File: src/rtl/bnn_popcount_accum_if.sv
// Handshake bundle between the popcount stage, the neuron accumulator
// and the next layer.
interface bnn_popcount_accum_if #(
    parameter int CWIDTH = 4,
    parameter int AWIDTH = 8
);
    logic              clr_i;
    logic [CWIDTH-1:0] cnt_i;
    logic              cnt_valid_i;
    logic              cnt_ready_o;
    logic [AWIDTH-1:0] thresh_i;
    logic [AWIDTH-1:0] sum_o;
    logic              act_o;
    logic              out_valid_o;
    logic              out_ready_i;

    modport master (
        output clr_i,
        output cnt_i,
        output cnt_valid_i,
        output thresh_i,
        output out_ready_i,
        input  cnt_ready_o,
        input  sum_o,
        input  act_o,
        input  out_valid_o
    );

    modport slave (
        input  clr_i,
        input  cnt_i,
        input  cnt_valid_i,
        input  thresh_i,
        input  out_ready_i,
        output cnt_ready_o,
        output sum_o,
        output act_o,
        output out_valid_o
    );
endinterface

File: src/rtl/bnn_popcount_accum.sv
// Per-neuron popcount accumulator with threshold activation.
// Define BNN_ACC_SAT_EN to saturate the accumulator instead of wrapping.
module bnn_popcount_accum #(
    parameter int CWIDTH = 4,
    parameter int NCHUNK = 4,
    parameter int AWIDTH = 8
) (
    input logic                  clk,
    input logic                  rst_n,
    bnn_popcount_accum_if.slave  bus
);

    localparam int IDXW = (NCHUNK > 1) ? $clog2(NCHUNK + 1) : 1;

    localparam logic [1:0] S_IDLE  = 2'd0;
    localparam logic [1:0] S_ACCUM = 2'd1;
    localparam logic [1:0] S_DONE  = 2'd2;

    localparam logic [IDXW-1:0] LAST_IDX = IDXW'(NCHUNK - 1);

    logic [1:0]        state;
    logic [AWIDTH-1:0] acc;
    logic [AWIDTH-1:0] thr;
    logic [IDXW-1:0]   idx;
    logic [AWIDTH-1:0] sum_q;
    logic              act_q;
    logic              valid_q;

    logic              beat;
    logic              last;
    logic              finish;
    logic [AWIDTH-1:0] cnt_ext;
    logic [AWIDTH-1:0] acc_add;
    logic [AWIDTH-1:0] fin;
    logic [AWIDTH-1:0] thr_eff;

    assign bus.cnt_ready_o = (state != S_DONE);
    assign bus.sum_o       = sum_q;
    assign bus.act_o       = act_q;
    assign bus.out_valid_o = valid_q;

    assign beat    = bus.cnt_valid_i && bus.cnt_ready_o;
    assign cnt_ext = AWIDTH'(bus.cnt_i);

`ifdef BNN_ACC_SAT_EN
    logic [AWIDTH:0] add_full;
    assign add_full = {1'b0, acc} + {1'b0, cnt_ext};
    assign acc_add  = add_full[AWIDTH] ? '1 : add_full[AWIDTH-1:0];
`else
    assign acc_add  = acc + cnt_ext;
`endif

    // First beat bypasses acc/thr so the result can land in the same edge
    always_comb begin
        fin     = acc_add;
        thr_eff = thr;
        last    = (idx == LAST_IDX);
        if (state == S_IDLE) begin
            fin     = cnt_ext;
            thr_eff = bus.thresh_i;
            last    = (NCHUNK == 1);
        end
    end

    assign finish = beat && last && !bus.clr_i;

    always_ff @(posedge clk or negedge rst_n) begin
        if (!rst_n) begin
            state <= S_IDLE;
            acc   <= '0;
            thr   <= '0;
            idx   <= '0;
        end else if (bus.clr_i) begin
            state <= S_IDLE;
            acc   <= '0;
            idx   <= '0;
        end else begin
            unique case (1'b1)
                (state == S_IDLE): begin
                    if (beat) begin
                        acc   <= cnt_ext;
                        thr   <= bus.thresh_i;
                        idx   <= IDXW'(1);
                        state <= last ? S_DONE : S_ACCUM;
                    end
                end
                (state == S_ACCUM): begin
                    if (beat) begin
                        acc <= acc_add;
                        idx <= idx + IDXW'(1);
                        if (last) state <= S_DONE;
                    end
                end
                (state == S_DONE): begin
                    if (bus.out_ready_i) state <= S_IDLE;
                end
                default: state <= S_IDLE;
            endcase
        end
    end

    always_ff @(posedge clk or negedge rst_n) begin
        if (!rst_n) begin
            sum_q   <= '0;
            act_q   <= 1'b0;
            valid_q <= 1'b0;
        end else if (bus.clr_i) begin
            valid_q <= 1'b0;
        end else if (finish) begin
            sum_q   <= fin;
            act_q   <= (fin >= thr_eff);
            valid_q <= 1'b1;
        end else if (valid_q && bus.out_ready_i) begin
            valid_q <= 1'b0;
        end
    end

endmodule

File: src/flat_wrapper.sv
// flat-port wrapper written by rule: the top's interface ports become plain ports
module bnn_popcount_accum_flat 
#(
    parameter int CWIDTH = 4,
    parameter int NCHUNK = 4,
    parameter int AWIDTH = 8
)
  (clk, rst_n, bus_clr_i, bus_cnt_i, bus_cnt_valid_i, bus_thresh_i, bus_out_ready_i, bus_cnt_ready_o, bus_sum_o, bus_act_o, bus_out_valid_o);
  bnn_popcount_accum_if #(.CWIDTH(CWIDTH), .AWIDTH(AWIDTH)) bus_i ();
  input logic clk;
  input logic rst_n;
  input wire logic [$bits(bus_i.clr_i)-1:0] bus_clr_i;
  input wire logic [$bits(bus_i.cnt_i)-1:0] bus_cnt_i;
  input wire logic [$bits(bus_i.cnt_valid_i)-1:0] bus_cnt_valid_i;
  input wire logic [$bits(bus_i.thresh_i)-1:0] bus_thresh_i;
  input wire logic [$bits(bus_i.out_ready_i)-1:0] bus_out_ready_i;
  output wire logic [$bits(bus_i.cnt_ready_o)-1:0] bus_cnt_ready_o;
  output wire logic [$bits(bus_i.sum_o)-1:0] bus_sum_o;
  output wire logic [$bits(bus_i.act_o)-1:0] bus_act_o;
  output wire logic [$bits(bus_i.out_valid_o)-1:0] bus_out_valid_o;
  assign bus_i.clr_i = bus_clr_i;
  assign bus_i.cnt_i = bus_cnt_i;
  assign bus_i.cnt_valid_i = bus_cnt_valid_i;
  assign bus_i.thresh_i = bus_thresh_i;
  assign bus_i.out_ready_i = bus_out_ready_i;
  assign bus_cnt_ready_o = bus_i.cnt_ready_o;
  assign bus_sum_o = bus_i.sum_o;
  assign bus_act_o = bus_i.act_o;
  assign bus_out_valid_o = bus_i.out_valid_o;
  bnn_popcount_accum #(.CWIDTH(CWIDTH), .NCHUNK(NCHUNK), .AWIDTH(AWIDTH)) u_core (.clk(clk), .rst_n(rst_n), .bus(bus_i));
endmodule
File: config.mk
export PLATFORM = sky130hd
export DESIGN_NAME = bnn_popcount_accum_flat
export DESIGN_NICKNAME = d
export VERILOG_FILES = /design/src/rtl/bnn_popcount_accum_if.sv /design/src/rtl/bnn_popcount_accum.sv /design/src/flat_wrapper.sv
export SDC_FILE = /design/constraint.sdc
export NUM_CORES = 1
export LEC_CHECK = 0
export CORE_UTILIZATION = 58
export CTS_CLUSTER_SIZE = 20
export DETAILED_ROUTE_END_ITERATION = 8
export PLACE_DENSITY_LB_ADDON = 0.3
export SYNTH_ARGS = -nofsm -noshare
export SYNTH_HDL_FRONTEND = slang
export SYNTH_SLANG_ARGS = --single-unit
File: constraint.sdc
create_clock -name clk -period 5.6 [get_ports clk]
set_input_delay 1.12 -clock clk [delete_from_list [all_inputs] [get_ports clk]]
set_output_delay 1.12 -clock clk [all_outputs]
set_load 0.05 [all_outputs]
==> results of run 1 <==
-- power by group --
group / leakage, nW / switching (W) / internal (W)
combinational: 0.614 / 0.0000734 / 0.0000594
clock: 0.0386 / 0.0000782 / 0.0000739
sequential: 0.406 / 0.0000149 / 0.000243
-- synth_stat cells (4+ instances only) --
cell type / number
a21o_1: 5
a21oi_1: 12
dfrtp_1: 31
ha_1: 14
mux2_2: 11
mux2i_1: 9
nand2_1: 23
nand2b_1: 4
nand3_1: 4
nor2_1: 11
nor2_2: 4
o21ai_0: 12
-- per-stage QoR --
step | cells | setup slack [ns] | util
floorplan | 190 | 2.44 | -
global placement | 257 | 1.86 | 0.716
detailed placement | 257 | 1.73 | 0.716
CTS | 265 | 2.06 | 0.738
global route | 265 | 1.94 | 0.738
finish | 265 | 2.03 | 0.738
-- cell usage in the layout, fill, tap and decap left out, types with 4 or more instances in the layout --
| cell | netlist | routed |
|---|---|---|
| nand3_1 | 4 | 4 |
| o21ai_0 | 12 | 12 |
| nand2_1 | 23 | 23 |
| nor2_1 | 11 | 11 |
| clkdlybuf4s50_1 | 0 | 27 |
| nand2b_1 | 4 | 4 |
| a21oi_1 | 12 | 12 |
| nor2_2 | 4 | 4 |
| mux2i_1 | 9 | 9 |
| ha_1 | 14 | 14 |
| mux2_2 | 11 | 11 |
| dfrtp_1 | 31 | 31 |
| clkbuf_4 | 0 | 5 |
| a21o_1 | 5 | 5 |
-- flip-flops by register name, summed over array words and instances, names as in the netlist --
signal	count
u_core.bus.out_valid_o	1
u_core.bus.sum_o	8
u_core.acc	8
u_core.idx	3
u_core.state	2
u_core.bus.act_o	1
u_core.thr	8
-- layout make-up --
cell class                 count  area [um2]  share of cell area
multi-input combinational    151        1120               0.485
sequential                    31         776               0.336
timing repair buffer          28         278               0.120
clock buffer                   8        68.8              0.0298
tap                           44        55.1              0.0238
inverter                       3        11.3             0.00488
-- path summary, 6_finish.rpt --
check	startpoint	end	slack, ns	cells past startpoint
min in group asynchronous	rst_n	u_core.bus.sum_o[0]	1.17	2
worst max register to register	u_core.acc[0]	u_core.bus.act_o	2.90	11
worst min-delay path	u_core.bus.sum_o[6]	u_core.bus.sum_o[6]	0.49	2
worst min register to register	u_core.bus.sum_o[6]	u_core.bus.sum_o[6]	0.49	2
worst max-delay path	bus_cnt_i[0]	u_core.bus.act_o	2.03	12
max in group asynchronous	rst_n	u_core.acc[3]	4.14	2
-- layer usage --
metal  vias up  wire [um]  track usage
met2        46       2130        0.440
met3        13        196       0.0541
met5         -          0            0
li1        757          -            -
met4         0         96        0.130
met1       769       1860        0.318
-- cell families after synthesis --
logic type / synth area share
AOI/OAI and AO/OA: 0.164
xor gates and xnor gates: 0.0134
buffers and inverters: 0.0307
DFF: 0.397
adders and majority gates: 0.0998
muxes: 0.115
and+or+nand+nor: 0.180
-- worst reg2reg max path, delay by kind of cell (launching register included) --
kind / cells / cell delay [ns]
AOI/OAI and AO/OA: 4 / 0.73
and+or+nand+nor: 3 / 0.33
adders and majority gates: 3 / 0.96
xor gates and xnor gates: 1 / 0.21
DFF: 1 / 0.40
==> reports/summary.txt, run 1 <==
Status: complete, no violations
Num Clock Sinks: 31
Post-layout instance area: 2310 um2
Drt first-iter violations: 54
Routed len/inst: 16.2 um
Max Cap Viol: 0
GPL Wtd Cong: 0.868
Final min period: 3.57 ns
Top post-synthesis cells by area: dfrtp_1 (40%), ha_1 (9.0%), mux2_2 (6.3%)
Synth cell types: 43
Initial antenna violation count: 0
Cts repair resizes: 0
Area delta synth->final: 18.0%
Arr. time, crit path: 3.82 ns
Post-CTS Setup Inserts: 0
Synth Register Bits: 31
Via Count: 1585
Fmax: 280 MHz
Setup tns final: 0 ns
Slew Limit Fails: 0
# fillers: 239
Setup crit end kind: flop
Clock latency on the worst-skew pair: 0.33 ns
Worst path bufs/invs: 1
H-tree depth: 2
Synthesized instance count: 190
Syn Nets: 222
Pin count of the biggest net entering global routing: 32
Crit Path Max Fanout: 3
Largest stage delay on the critical path: 0.45 ns
FP Rows: 20
Setup-failing EPs final: 0
Slowest cell on crit path: clkdlybuf4s50_1
TritonCTS Buffers: 5
Core Area: 3130 um2
CP delay by family, top: adder cells
Crit share post-route: 0.637
Seq/Total Area, Yosys: 0.397
Number of global-route vias before repair: 1550
Antenna viol nets, final: 0
Power Dens Cells: 235 nW/um2
Clk buf depth: 2
Ant diodes: 0
Peak VDD IR: 0.000183 V
Ports: 28
Static Leak: 1.06 nW
Initial Util: 0.625
Nets: 252
Clk_skew: 0.00592 ns
DP HPWL: 3160 um
Vias per cell: 5.98
WHS: 0.495 ns
First-pass GRT wire length: 6760 um
Worst-path clk slew: 0.10 ns
Routed wire length: 4280 um
Placed inst area: 2240 um2
Die width: 60.1 um
Slew HR: 0.403
Total GRT Usage: 0.262
Root Driver: clkbuf_4
Critical Path RT: 5.85 ns
Asr flop ratio synth: 1.00
Post-synth EDFFs: 0
Die ar.: 3610 um2
Fraction of layout cells with a size suffix above 1: 0.140
RSZ-0062 raised after global routing: false
Hold_buf cts: 0
Top_reg_cell synth: dfrtp_1
Slew @ Worst Pin: 0.894 ns
Hold Path Class: reg2reg
Mapped Area: 1960 um2
Router iterations before antenna repair: 4
Final Hold Viols: 0
Tot Pwr: 0.000543 W
Remaining Overflow, GRT: 0
Element type at the critical path start: input pin
Yosys top cell by area: dfrtp_1
Avg Cell Area, Syn: 10.3 um2
DRC viols: 0
Chip height: 60.1 um
CTS tree: yes
Post-synth top area share: 0.397
Crit path kind: in2reg
CP Cell Sequence: clkdlybuf4s50_1 -> ha_1 -> fa_1 -> a21o_1 -> a32o_1 -> xnor2_1 -> nor2_1 -> ha_1 -> nand2_1 -> nor3_1 -> a21oi_1 -> a21oi_1
Port Buf Inserts: 27
YS warnings: 0
Note: power is estimated with default switching activity, not from simulation.
==> run 2, diff against run 1 <==
Settings changed: CORE_UTILIZATION 58 to 49.
Clock period 5.6 ns to 2.9 ns, I/O delays scaled along.
==> reports/summary.txt, run 2 (synthesis gave the netlist of run 1 again) <==
R2r setup slk: 0.46 ns
TritonCTS Buffers: 5
Chip height: 65.2 um
Ports: 28
Clk buf depth: 2
Setup-failing EPs final: 0
Busiest grt layer: met2
Slew HR: 0.652
Clk_skew: 0.00903 ns
Drt first-iter violations: 63
Max Cap Viol: 0
Port Buf Inserts: 27
# fillers: 298
Remaining Overflow, GRT: 0
CTS tree: yes
H-tree depth: 2
Worst Hold Path EP: u_core.bus.sum_o[3]
Crit path kind: in2reg
Core Area: 3740 um2
Nets: 268
Final setup margin: 0.120 ns
Most frequent cells in the layout: dfrtp_1 (31), clkdlybuf4s50_1 (26), nand2_1 (22)
Critical Path RT: 3.11 ns
Comb power frac: 0.232
P_int: 0.000885 W
Hold Path Class: reg2reg
Final Hold Viols: 0
Sw frac: 0.274
Pin count of the biggest net entering global routing: 32
Leading cell type in the layout, fill and taps excluded: dfrtp_1
Arr. time, crit path: 2.99 ns
Slew @ Worst Pin: 0.520 ns
Clock Power Share: 0.360
Slew Limit Fails: 0
Ant diodes: 0
Met1 GRT Util: 0.274
Share of power burned in registers: 0.408
Antenna viol nets, final: 0
Area delta synth->final: 28.5%
Peak VDD IR: 0.000237 V
Initial Util: 0.522
Element type at the critical path start: input pin
GPL Wtd Cong: 0.855
Fmax: 360 MHz
Clock latency on the worst-skew pair: 0.29 ns
Die ar.: 4250 um2
Static Leak: 1.17 nW
HP Start: u_core.bus.sum_o[3]
Reg2reg path depth: 10
Hold_buf cts: 0
DP HPWL: 3280 um
Die width: 65.2 um
Dpl ws: -0.357 ns
Initial antenna violation count: 0
Via Count: 1590
Routed len/inst: 14.9 um
Crit Path Max Fanout: 3
Power Dens Cells: 485 nW/um2
Fraction of layout cells with a size suffix above 1: 0.228
Worst-path clk slew: 0.06 ns
Router iterations before antenna repair: 4
Crit share post-route: 0.959
First-pass GRT wire length: 7070 um
Tot Pwr: 0.00122 W
Hold path depth: 2
Total GRT Usage: 0.222
Status: complete, no violations
Routed wire length: 4240 um
M2 GR Usage: 0.371
FP Rows: 22
Root Driver: clkbuf_8
Final min period: 2.78 ns
R2R Path End: u_core.bus.act_o
DRC viols: 0
Num Clock Sinks: 31
Setup crit end kind: flop
Vias per cell: 5.58
R2R Path Start: u_core.acc[1]
Number of global-route vias before repair: 1549
P_sw: 0.000334 W
Met3 Use GR: 0.0365
## run 2: how the worst max path moves through the flow
stage / start / to / slack (ns) / cells past startpoint
2_1_floorplan: bus_cnt_i[0] / u_core.bus.act_o / 0.28 / 11
6_report: bus_cnt_i[0] / u_core.bus.act_o / 0.12 / 12
3_3_place_gp: bus_cnt_i[0] / u_core.bus.act_o / -0.24 / 12
3_5_place_dp: bus_cnt_i[0] / u_core.bus.act_o / -0.36 / 12
4_1_cts: bus_cnt_i[0] / u_core.bus.act_o / 0.006 / 12
5_1_grt: bus_cnt_i[0] / u_core.bus.act_o / -0.0003 / 12
## run 2: routing by layer
metal,part of all wire,wire length (um)
met1,0.46,1940
met2,0.48,2060
met3,0.030,126
met4,0.028,120
met5,0,0
## run 2: timing repair
action / 4_1_cts / 5_1_grt
endpoints found under the setup margin: 1 / 1
buffers inserted: 1 / 0
pin swaps: 1 / 6
gates resized for setup: 2 / 9
## run 2: critical path, cell delays in order
cell	delay [ns]
clkdlybuf4s50_1	0.45
ha_2	0.21
fa_2	0.35
a21o_1	0.19
a32o_2	0.26
xnor2_2	0.15
nor2_1	0.06
ha_1	0.29
nand2_2	0.07
nor3_2	0.17
a21oi_1	0.09
a21oi_1	0.13
## run 2: layout make-up
type | instances | area [um2] | share of cell area
repair buffers | 44 | 400 | 0.159
inverters | 3 | 11.3 | 0.00448
clock buffers | 6 | 82.6 | 0.0329
flip-flops and latches | 31 | 776 | 0.309
multi-input cells | 151 | 1150 | 0.457
well taps | 48 | 60.1 | 0.0239
clock inverters | 2 | 35.0 | 0.0139
## run 2: stage by stage
stage	hold WS (ns)	cells	util	instance area (um2)	TNS (ns)
floorplan	0.284	190	-	1960	0
global placement	0.469	276	0.630	2360	-0.237
detailed placement	0.475	276	0.630	2360	-0.357
CTS	0.490	285	0.664	2490	0
global route	0.505	285	0.671	2510	-0.000279
finish	0.482	285	0.671	2510	0
## run 2: power by group through the flow
stage,registers (W),clock network (W),logic [W]
6_report,0.000497,0.000438,0.000282
3_3_place_gp,0.000502,0,0.000266
3_5_place_dp,0.000505,0,0.000276
4_1_cts,0.000497,0.000450,0.000279
5_1_grt,0.000501,0.000463,0.000314
2_1_floorplan,0.000510,0,0.000165
==> run 3, diff against run 2 <==
Settings changed: CAP_MARGIN set to 10.
==> results of run 3 <==
Final layout, timing and power as in run 2 (identical DEF).
